[config.mk]
export PLATFORM = sky130hd
export DESIGN_NAME = cycle_run_controller
export DESIGN_NICKNAME = d
export VERILOG_FILES = /design/src/rtl/cycle_run_controller.sv
export SDC_FILE = /design/constraint.sdc
export NUM_CORES = 1
export LEC_CHECK = 0
export BUFFER_PORTS_ARGS = -buffer_cell sky130_fd_sc_hd__buf_2
export CAP_MARGIN = 20
export CORE_UTILIZATION = 47
export DETAILED_ROUTE_END_ITERATION = 7
export PLACE_DENSITY_LB_ADDON = 0.08
export SYNTH_ARGS = -nofsm -noshare
export SYNTH_HDL_FRONTEND = slang
export SYNTH_SLANG_ARGS = --single-unit
[constraint.sdc]
create_clock -name clock_i -period 1.64 [get_ports clock_i]
set_input_delay 0.082 -clock clock_i [delete_from_list [all_inputs] [get_ports clock_i]]
set_output_delay 0.082 -clock clock_i [all_outputs]
set_load 0.05 [all_outputs]
[src/rtl/cycle_run_controller.sv]
// Run-length controller and cycle counter: counts cycles while running, then halts
// or wraps at a limit latched at start. Also provides a snapshot register and status pulses.
module cycle_run_controller #(
    parameter int WIDTH     = 11,
    parameter int WRAP_MODE = 0
) (
    input  logic             clock_i,
    input  logic             reset_n_i,
    input  logic             start_i,
    input  logic             stop_i,
    input  logic             clear_i,
    input  logic [WIDTH-1:0] limit_i,
    input  logic             capture_i,
    output logic [WIDTH-1:0] clock_counter_o,
    output logic [WIDTH-1:0] snapshot_o,
    output logic             running_o,
    output logic             done_o,
    output logic             wrap_o,
    output logic             overflow_o,
    output logic [7:0]       wrap_count_o
);

    typedef enum logic [1:0] {
        ST_IDLE = 2'd0,
        ST_RUN  = 2'd1,
        ST_DONE = 2'd2
    } state_e;

    state_e           state_q, state_d;
    logic [WIDTH-1:0] count_q, count_d;
    logic [WIDTH-1:0] limit_q, limit_d;
    logic [WIDTH-1:0] snapshot_q, snapshot_d;
    logic [7:0]       wrap_count_q, wrap_count_d;
    logic             overflow_q, overflow_d;
    logic             done_q, done_d;
    logic             wrap_q, wrap_d;

    // NOTE: state registers use non-blocking assignments so every flop samples
    // the pre-edge value of every other flop, independent of statement order.
    always_ff @(posedge clock_i or negedge reset_n_i) begin
        if (!reset_n_i) begin
            state_q      <= ST_IDLE;
            count_q      <= '0;
            limit_q      <= '0;
            snapshot_q   <= '0;
            wrap_count_q <= '0;
            overflow_q   <= 1'b0;
            done_q       <= 1'b0;
            wrap_q       <= 1'b0;
        end else begin
            state_q      <= state_d;
            count_q      <= count_d;
            limit_q      <= limit_d;
            snapshot_q   <= snapshot_d;
            wrap_count_q <= wrap_count_d;
            overflow_q   <= overflow_d;
            done_q       <= done_d;
            wrap_q       <= wrap_d;
        end
    end

    always_comb begin
        // NOTE: every next-state signal gets a default first; a path that left one
        // unassigned would infer a latch.
        state_d      = state_q;
        count_d      = count_q;
        limit_d      = limit_q;
        wrap_count_d = wrap_count_q;
        overflow_d   = overflow_q;
        done_d       = 1'b0;
        wrap_d       = 1'b0;
        snapshot_d   = capture_i ? count_q : snapshot_q;

        if (clear_i) begin
            // Clear outranks capture, so the snapshot ends up zero on a shared edge.
            state_d      = ST_IDLE;
            count_d      = '0;
            snapshot_d   = '0;
            wrap_count_d = '0;
            overflow_d   = 1'b0;
        end else if (stop_i) begin
            state_d = ST_IDLE;
        end else if (start_i) begin
            state_d      = ST_RUN;
            count_d      = '0;
            limit_d      = limit_i;
            wrap_count_d = '0;
            overflow_d   = 1'b0;
        end else if (state_q == ST_RUN) begin
            if (count_q == limit_q) begin
                if (WRAP_MODE != 0) begin
                    count_d    = '0;
                    wrap_d     = 1'b1;
                    overflow_d = 1'b1;
                    if (wrap_count_q != 8'hFF) begin
                        wrap_count_d = wrap_count_q + 8'd1;
                    end
                end else begin
                    state_d = ST_DONE;
                    done_d  = 1'b1;
                end
            end else begin
                count_d = count_q + WIDTH'(1);
            end
        end
    end

    assign clock_counter_o = count_q;
    assign snapshot_o      = snapshot_q;
    assign running_o       = (state_q == ST_RUN);
    assign done_o          = done_q;
    assign wrap_o          = wrap_q;
    assign overflow_o      = overflow_q;
    assign wrap_count_o    = wrap_count_q;

endmodule

==> results of run 1 <==
metal layers:
| layer | vias up | GRT usage | share of wire |
|---|---|---|---|
| li1 | 772 | - | - |
| met1 | 787 | 0.325 | 0.44 |
| met2 | 59 | 0.403 | 0.50 |
| met3 | 5 | 0.0517 | 0.052 |
| met4 | 0 | 0.0638 | 0.0087 |
| met5 | - | 0 | 0 |
power groups by stage:
| stage | Combinational, mW | Clock, mW | Sequential, mW |
|---|---|---|---|
| 2_1_floorplan | 0.208 | 0 | 0.991 |
| 3_3_place_gp | 0.260 | 0 | 0.995 |
| 3_5_place_dp | 0.266 | 0 | 0.998 |
| 4_1_cts | 0.289 | 0.777 | 0.981 |
| 5_1_grt | 0.334 | 0.808 | 0.990 |
| 6_report | 0.306 | 0.755 | 0.984 |
placed cells by master, fill, tap and decap left out, types with 3 or more instances in the layout:
cell type,synthesis,layout
a21oi_1,3,3
a31oi_1,5,5
and3_4,2,3
buf_2,4,40
buf_4,11,26
buf_6,0,5
clkbuf_8,0,5
conb_1,1,10
dfrtp_1,36,25
dfrtp_2,0,11
mux2_2,11,11
mux2i_1,14,14
nand2_1,9,9
nand3_1,9,7
nand4_1,5,5
nor2_1,20,20
nor2b_1,4,4
nor3_1,4,3
o211ai_1,3,3
o311ai_1,2,3
xor2_1,11,7
xor2_2,0,4
sequential cells by signal, indices dropped and copies added, names as in the netlist:
name / cells
state_q: 2
clock_counter_o: 11
done_o: 1
snapshot_o: 11
limit_q: 11
what timing repair did:
action	4_1_cts	5_1_grt
endpoints found under the hold margin	36	0
gates cloned	1	0
buffers inserted	7	4
endpoints found under the setup margin	14	14
gates resized for setup	9	8
hold buffers	1	0
pin swaps	7	10
kinds of logic after synthesis:
group / after synthesis / share of synthesized area
muxes: 25 / 0.137
and+or+nand+nor: 66 / 0.182
adders and majority gates: 1 / 0.00651
DFF: 36 / 0.469
xor gates and xnor gates: 11 / 0.0501
AOI/OAI and AO/OA: 22 / 0.0827
other: 1 / 0.00195
buffers and inverters: 24 / 0.0710
stage by stage:
stage                     instances  hold WS, ns  setup WS (ns)   util  TNS, ns
after global placement          281        0.137         -0.245  0.593   -0.992
after detailed placement        281        0.147         -0.300  0.593    -1.86
after CTS                       298       0.0210         -0.153  0.650    -1.26
after global routing            302       0.0204         -0.282  0.671    -2.96
after floorplan                 195       -0.214         -0.210      -    -1.05
final                           302       0.0253         -0.201  0.671    -1.50
worst max path at each step:
stage                                   from  slack [ns]                  end  depth (start not counted)
after global placement            limit_q[8]       -0.25   clock_counter_o[6]                          7
final                     clock_counter_o[6]       -0.20   clock_counter_o[6]                          7
after detailed placement          limit_q[8]       -0.30   clock_counter_o[6]                          7
after global routing      clock_counter_o[6]       -0.28           state_q[1]                          8
after CTS                 clock_counter_o[2]       -0.15   clock_counter_o[6]                          7
after floorplan           clock_counter_o[3]       -0.21  clock_counter_o[10]                          6
worst max-delay path: cells and delay by family, from the launching register on:
kind,cells,cell delay [ns]
AND/OR/NAND/NOR,2,0.50
multiplexers,1,0.27
AO/OA/AOI/OAI,1,0.05
flip-flops,1,0.43
buffers and inverters,2,0.28
XOR/XNOR,1,0.18
layout make-up:
class | count | area [sq um] | share of cell area
Multi-Input combinational cell | 136 | 997 | 0.391
Inverter | 2 | 7.51 | 0.00295
Clock inverter | 2 | 35.0 | 0.0137
Sequential cell | 36 | 915 | 0.359
Timing Repair Buffer | 72 | 462 | 0.181
Tap cell | 48 | 60.1 | 0.0236
Clock buffer | 6 | 72.6 | 0.0285
==> run summary, run 1 <==
Die Width - 65.9 um
reg2reg setup slack - -0.20 ns
number of cells on the worst reg-to-reg path - 7
Buffers on Ports - 40
fillers - 299
clk root buf - clkbuf_8
Synth Area per Inst - 10.3 sq um
total track usage - 0.244
Post-route DRC - 0
CORE AREA - 0.00380 sq mm
most frequent cells after synthesis - dfrtp_1, nor2_1, mux2i_1
vias in the first global route - 1560
crit path max fanout - 5
Final Instance Area - 0.00255 sq mm
Post-synth EDFFs - 0
final setup vio count - 14
largest net degree at the start of global routing - 37
CTS tree - yes
Static Leak - 1.27 nW
via count of the routed design - 1623
share of layout cells above drive strength 1 - 0.457
Hold Path End - limit_q[1]
Synth area leaders - dfrtp_1, mux2i_1, mux2_2, xor2_1, buf_4
grt ovf - 0
clk sinks - 36
status - complete, but fails checks
Detailed Route WL - 4.82 mm
Placed Area - 0.00225 sq mm
Worst EP required - 1.81 ns
insertion delay to the later sink of the worst-skew pair - 0.29 ns
Rows - 22
net switching power - 0.526 mW
Syn Inst Count - 186
ys async rst share - 1.00
Worst Setup End Kind - flop
hold_sp - limit_i[1]
Synth top area share - 0.469
unrepaired setup endpoints after global routing - true
Seq/Total Area, Yosys - 0.469
Synth area leader - dfrtp_1
R2R Path End - clock_counter_o[6]
min Tclk post-route - 1.84 ns
Pwr Total - 2.05 mW
1st-pass router iterations - 4
num ports - 51
Power Internal - 1.52 mW
CP Cell Sequence - xor2_2 -> nor4_2 -> buf_4 -> and3_4 -> buf_6 -> o31ai_2 -> mux2i_1
Clock Skews - 0.00614 ns
Tcrit/Tclk final - 1.12
violated checks - negative setup slack
Final ANT Viol Nets - 0
Slowest cell on crit path - dfrtp_2
Hold Path Class - input port to flop
Clk pwr share - 0.369
max-cap violations - 0
final hold violation count - 0
Pwr Density - 803 mW/mm^2
synthesized flop and latch total - 36
full die area - 0.00435 sq mm
number of vias per cell - 5.37
register clock-pin slew on the reported worst setup and hold paths - 0.07 ns
post-DP HPWL - 3.37 mm
combinational power share - 0.150
sequential share of power - 0.481
H-tree level count - 2
CP Launch Type - flop
die height - 65.9 um
hold depth - 2
WS Path Type - flop to flop
Max Fclk - 543 MHz
synth warn - 0
WL per Instance - 16.0 um
# diodes - 0
synth unique cells - 38
Placer Congestion - 0.929
initial DRC count - 106
top-count cell post-synth - dfrtp_1
Pins Over Slew Limit - 0
sw frac - 0.257
first-pass GRT wire length - 7.72 mm
initial antenna violation count - 0
Starting Density - 0.506
dominant synthesized flop cell - dfrtp_1
VDD IR max - 565 uV
Post-Syn Area - 0.00192 sq mm
R2R Path Start - clock_counter_o[6]
clock buffer depth - 2
nets - 271
number of CTS-inserted buffers - 5
max incr delay on CP - 0.43 ns
Worst Setup Slack, final - -0.201 ns
arrival time worst endpoint - 2.01 ns
Area Growth Syn to Fin - 32.6%
Power figures use the tool's default switching activity.
==> run 2: changes to the inputs <==
--- a/config.mk
+++ b/config.mk
@@ -10,6 +10,8 @@
 export CORE_UTILIZATION = 47
 export DETAILED_ROUTE_END_ITERATION = 7
 export PLACE_DENSITY_LB_ADDON = 0.08
+export SETUP_SLACK_MARGIN = 0.15
 export SYNTH_ARGS = -nofsm -noshare
 export SYNTH_HDL_FRONTEND = slang
 export SYNTH_SLANG_ARGS = --single-unit
+export TNS_END_PERCENT = 1
==> run 2 against run 1 <==
The run still ends with negative setup slack left. Register-to-register slack worse by 0.02 ns. First-iteration DRC count is 73% higher. Power is 7.8% lower. Critical path depth is 1 lower. Sequential share of layout area is 0.71 points higher. Non-clock buffer count is 4 lower. Combinational power hardly changed. Core utilization is 1.4 points lower. Routed wire length is 2.9% higher.
==> run summary, run 2 (synthesis results as in run 1) <==
status - complete, but fails checks (unchanged)
violated checks - negative setup slack (unchanged)
initial antenna violation count - 0 (unchanged)
Worst-Margin Slew - 0.529 ns
clk sinks - 36 (unchanged)
vias in the first global route - 1636 (was 1560)
Power Internal - 1.35 mW (was 1.52 mW)
unrepaired setup endpoints after global routing - true (unchanged)
min Tclk post-route - 1.86 ns (was 1.84 ns)
WL per Instance - 16.7 um (was 16.0 um)
num ports - 51 (unchanged)
CORE AREA - 0.00380 sq mm (unchanged)
# diodes - 0 (unchanged)
Final ANT Viol Nets - 0 (unchanged)
die height - 65.9 um (unchanged)
commonest non-fill, non-tap cell in the layout - buf_2 (unchanged)
H-tree level count - 2 (unchanged)
Die Width - 65.9 um (unchanged)
arrival time worst endpoint - 2.06 ns (was 2.01 ns)
share of layout cells above drive strength 1 - 0.454 (was 0.457)
reg2reg setup slack - -0.22 ns (was -0.20 ns)
nets - 267 (was 271)
Buffers on Ports - 40 (unchanged)
Post-route DRC - 0 (unchanged)
final cell count without fillers - 297 (was 302)
final hold violation count - 0 (unchanged)
largest net degree at the start of global routing - 27 (was 37)
Detailed Route WL - 4.96 mm (was 4.82 mm)
register clock-pin slew on the reported worst setup and hold paths - 0.07 ns (about the same)
Rows - 22 (unchanged)
via count of the routed design - 1678 (was 1623)
Relative slew margins - 0.647
net switching power - 0.532 mW (was 0.526 mW)
Clock Skews - 0.00258 ns (was 0.00614 ns)
final setup vio count - 11 (was 14)
CP Launch Type - flop (unchanged)
Worst Setup End Kind - flop (unchanged)
crit path max fanout - 7 (was 5)
grt ovf - 0 (unchanged)
Pwr Total - 1.89 mW (was 2.05 mW)
number of CTS-inserted buffers - 5 (unchanged)
Clk pwr share - 0.312 (was 0.369)
Placer Congestion - 0.921 (was 0.929)
placed cells - 283 (was 281)
Pwr Density - 756 mW/mm^2 (was 803 mW/mm^2)
clock buffer depth - 2 (unchanged)
WS Path Type - flop to flop (unchanged)
most frequent cells in the layout - buf_2, dfrtp_1, buf_4, nor2_1, mux2i_1 (was buf_2, buf_4, dfrtp_1, nor2_1, mux2i_1)
Static Leak - 1.22 nW (was 1.27 nW)
max-cap violations - 0 (unchanged)
VDD IR max - 501 uV (was 565 uV)
sw frac - 0.282 (was 0.257)
full die area - 0.00435 sq mm (unchanged)
number of vias per cell - 5.65 (was 5.37)
combinational power share - 0.163 (was 0.150)
Worst Setup Slack, final - -0.223 ns (was -0.201 ns)
first-pass GRT wire length - 7.91 mm (was 7.72 mm)
1st-pass router iterations - 4 (unchanged)
clk root buf - clkbuf_8 (unchanged)
Pins Over Slew Limit - 0 (unchanged)
Worst EP required - 1.84 ns (was 1.81 ns)
Starting Density - 0.506 (unchanged)
initial DRC count - 183 (was 106)
Area Growth Syn to Fin - 29.9% (was 32.6%)
sequential share of power - 0.525 (was 0.481)
Tcrit/Tclk final - 1.14 (was 1.12)
Max Fclk - 537 MHz (was 543 MHz)
total track usage - 0.246 (was 0.244)
post-DP HPWL - 3.51 mm (was 3.37 mm)
Hold Path Class - input port to flop (unchanged)
CTS tree - yes (unchanged)
insertion delay to the later sink of the worst-skew pair - 0.29 ns (about the same)
[run 2: worst max-delay path, cell delays in order, from the launching register on]
cell and delay [ns]:
dfrtp_1 0.42, xor2_2 0.19, nor4_2 0.06, buf_4 0.15, and3_4 0.21, or4b_4 0.54
a31oi_4 0.21
[run 2: cell type report]
class                           instances  area, sq um
Fill cell                             311         1300
Multi-Input combinational cell        136         1010
Sequential cell                        36          913
Timing Repair Buffer                   68          423
Clock buffer                            6         72.6
Tap cell                               48         60.1
Inverter                                2         7.51
Clock inverter                          1         5.00
[run 2: power by group through the flow]
stage / sequential, mW / combinational, mW / clock (mW)
final: 0.991 / 0.307 / 0.589
after CTS: 0.983 / 0.277 / 0.600
after global placement: 0.996 / 0.257 / 0
after detailed placement: 1.00 / 0.264 / 0
after floorplan: 0.991 / 0.207 / 0
after global routing: 0.997 / 0.333 / 0.650
[run 2: stage by stage]
stage	utilization	area, sq um	hold WS [ns]	setup TNS (ns)	setup slack, ns
after floorplan	-	1990	-0.214	-1.59	-0.211
after global placement	0.596	2260	0.0311	-1.04	-0.158
after detailed placement	0.596	2260	0.0327	-2.53	-0.320
after CTS	0.627	2380	0.0186	-0.518	-0.118
after global routing	0.657	2500	0.0258	-1.91	-0.267
final	0.657	2500	0.0210	-0.834	-0.223
[run 2: final timing paths]
check,from,to,depth (start not counted)
worst max-delay path,limit_q[9],clock_counter_o[10],6
worst min-delay path,limit_i[6],limit_q[6],2
worst max register to register,limit_q[9],clock_counter_o[10],6
worst min register to register,snapshot_o[3],snapshot_o[3],2
max in group asynchronous,reset_n_i,clock_counter_o[2],3
min in group asynchronous,reset_n_i,snapshot_o[2],2
[run 2: metal layers]
| layer | wire [um] | track usage | part of all wire | up-vias |
|---|---|---|---|---|
| met5 | 0 | 0 | 0 | - |
| met3 | 413 | 0.0466 | 0.083 | 18 |
| met2 | 2360 | 0.411 | 0.48 | 108 |
| li1 | - | - | - | 762 |
| met1 | 2040 | 0.311 | 0.41 | 790 |
| met4 | 141 | 0.101 | 0.028 | 0 |
[run 2: what timing repair did]
action                                  CTS  global route
setup buffers                             2             3
endpoints found under the setup margin   14            15
gates resized for setup                   4            16
endpoints found under the hold margin    15             0
pin swaps                                 5            12
cloned                                    0             1
hold buffers                              1             0
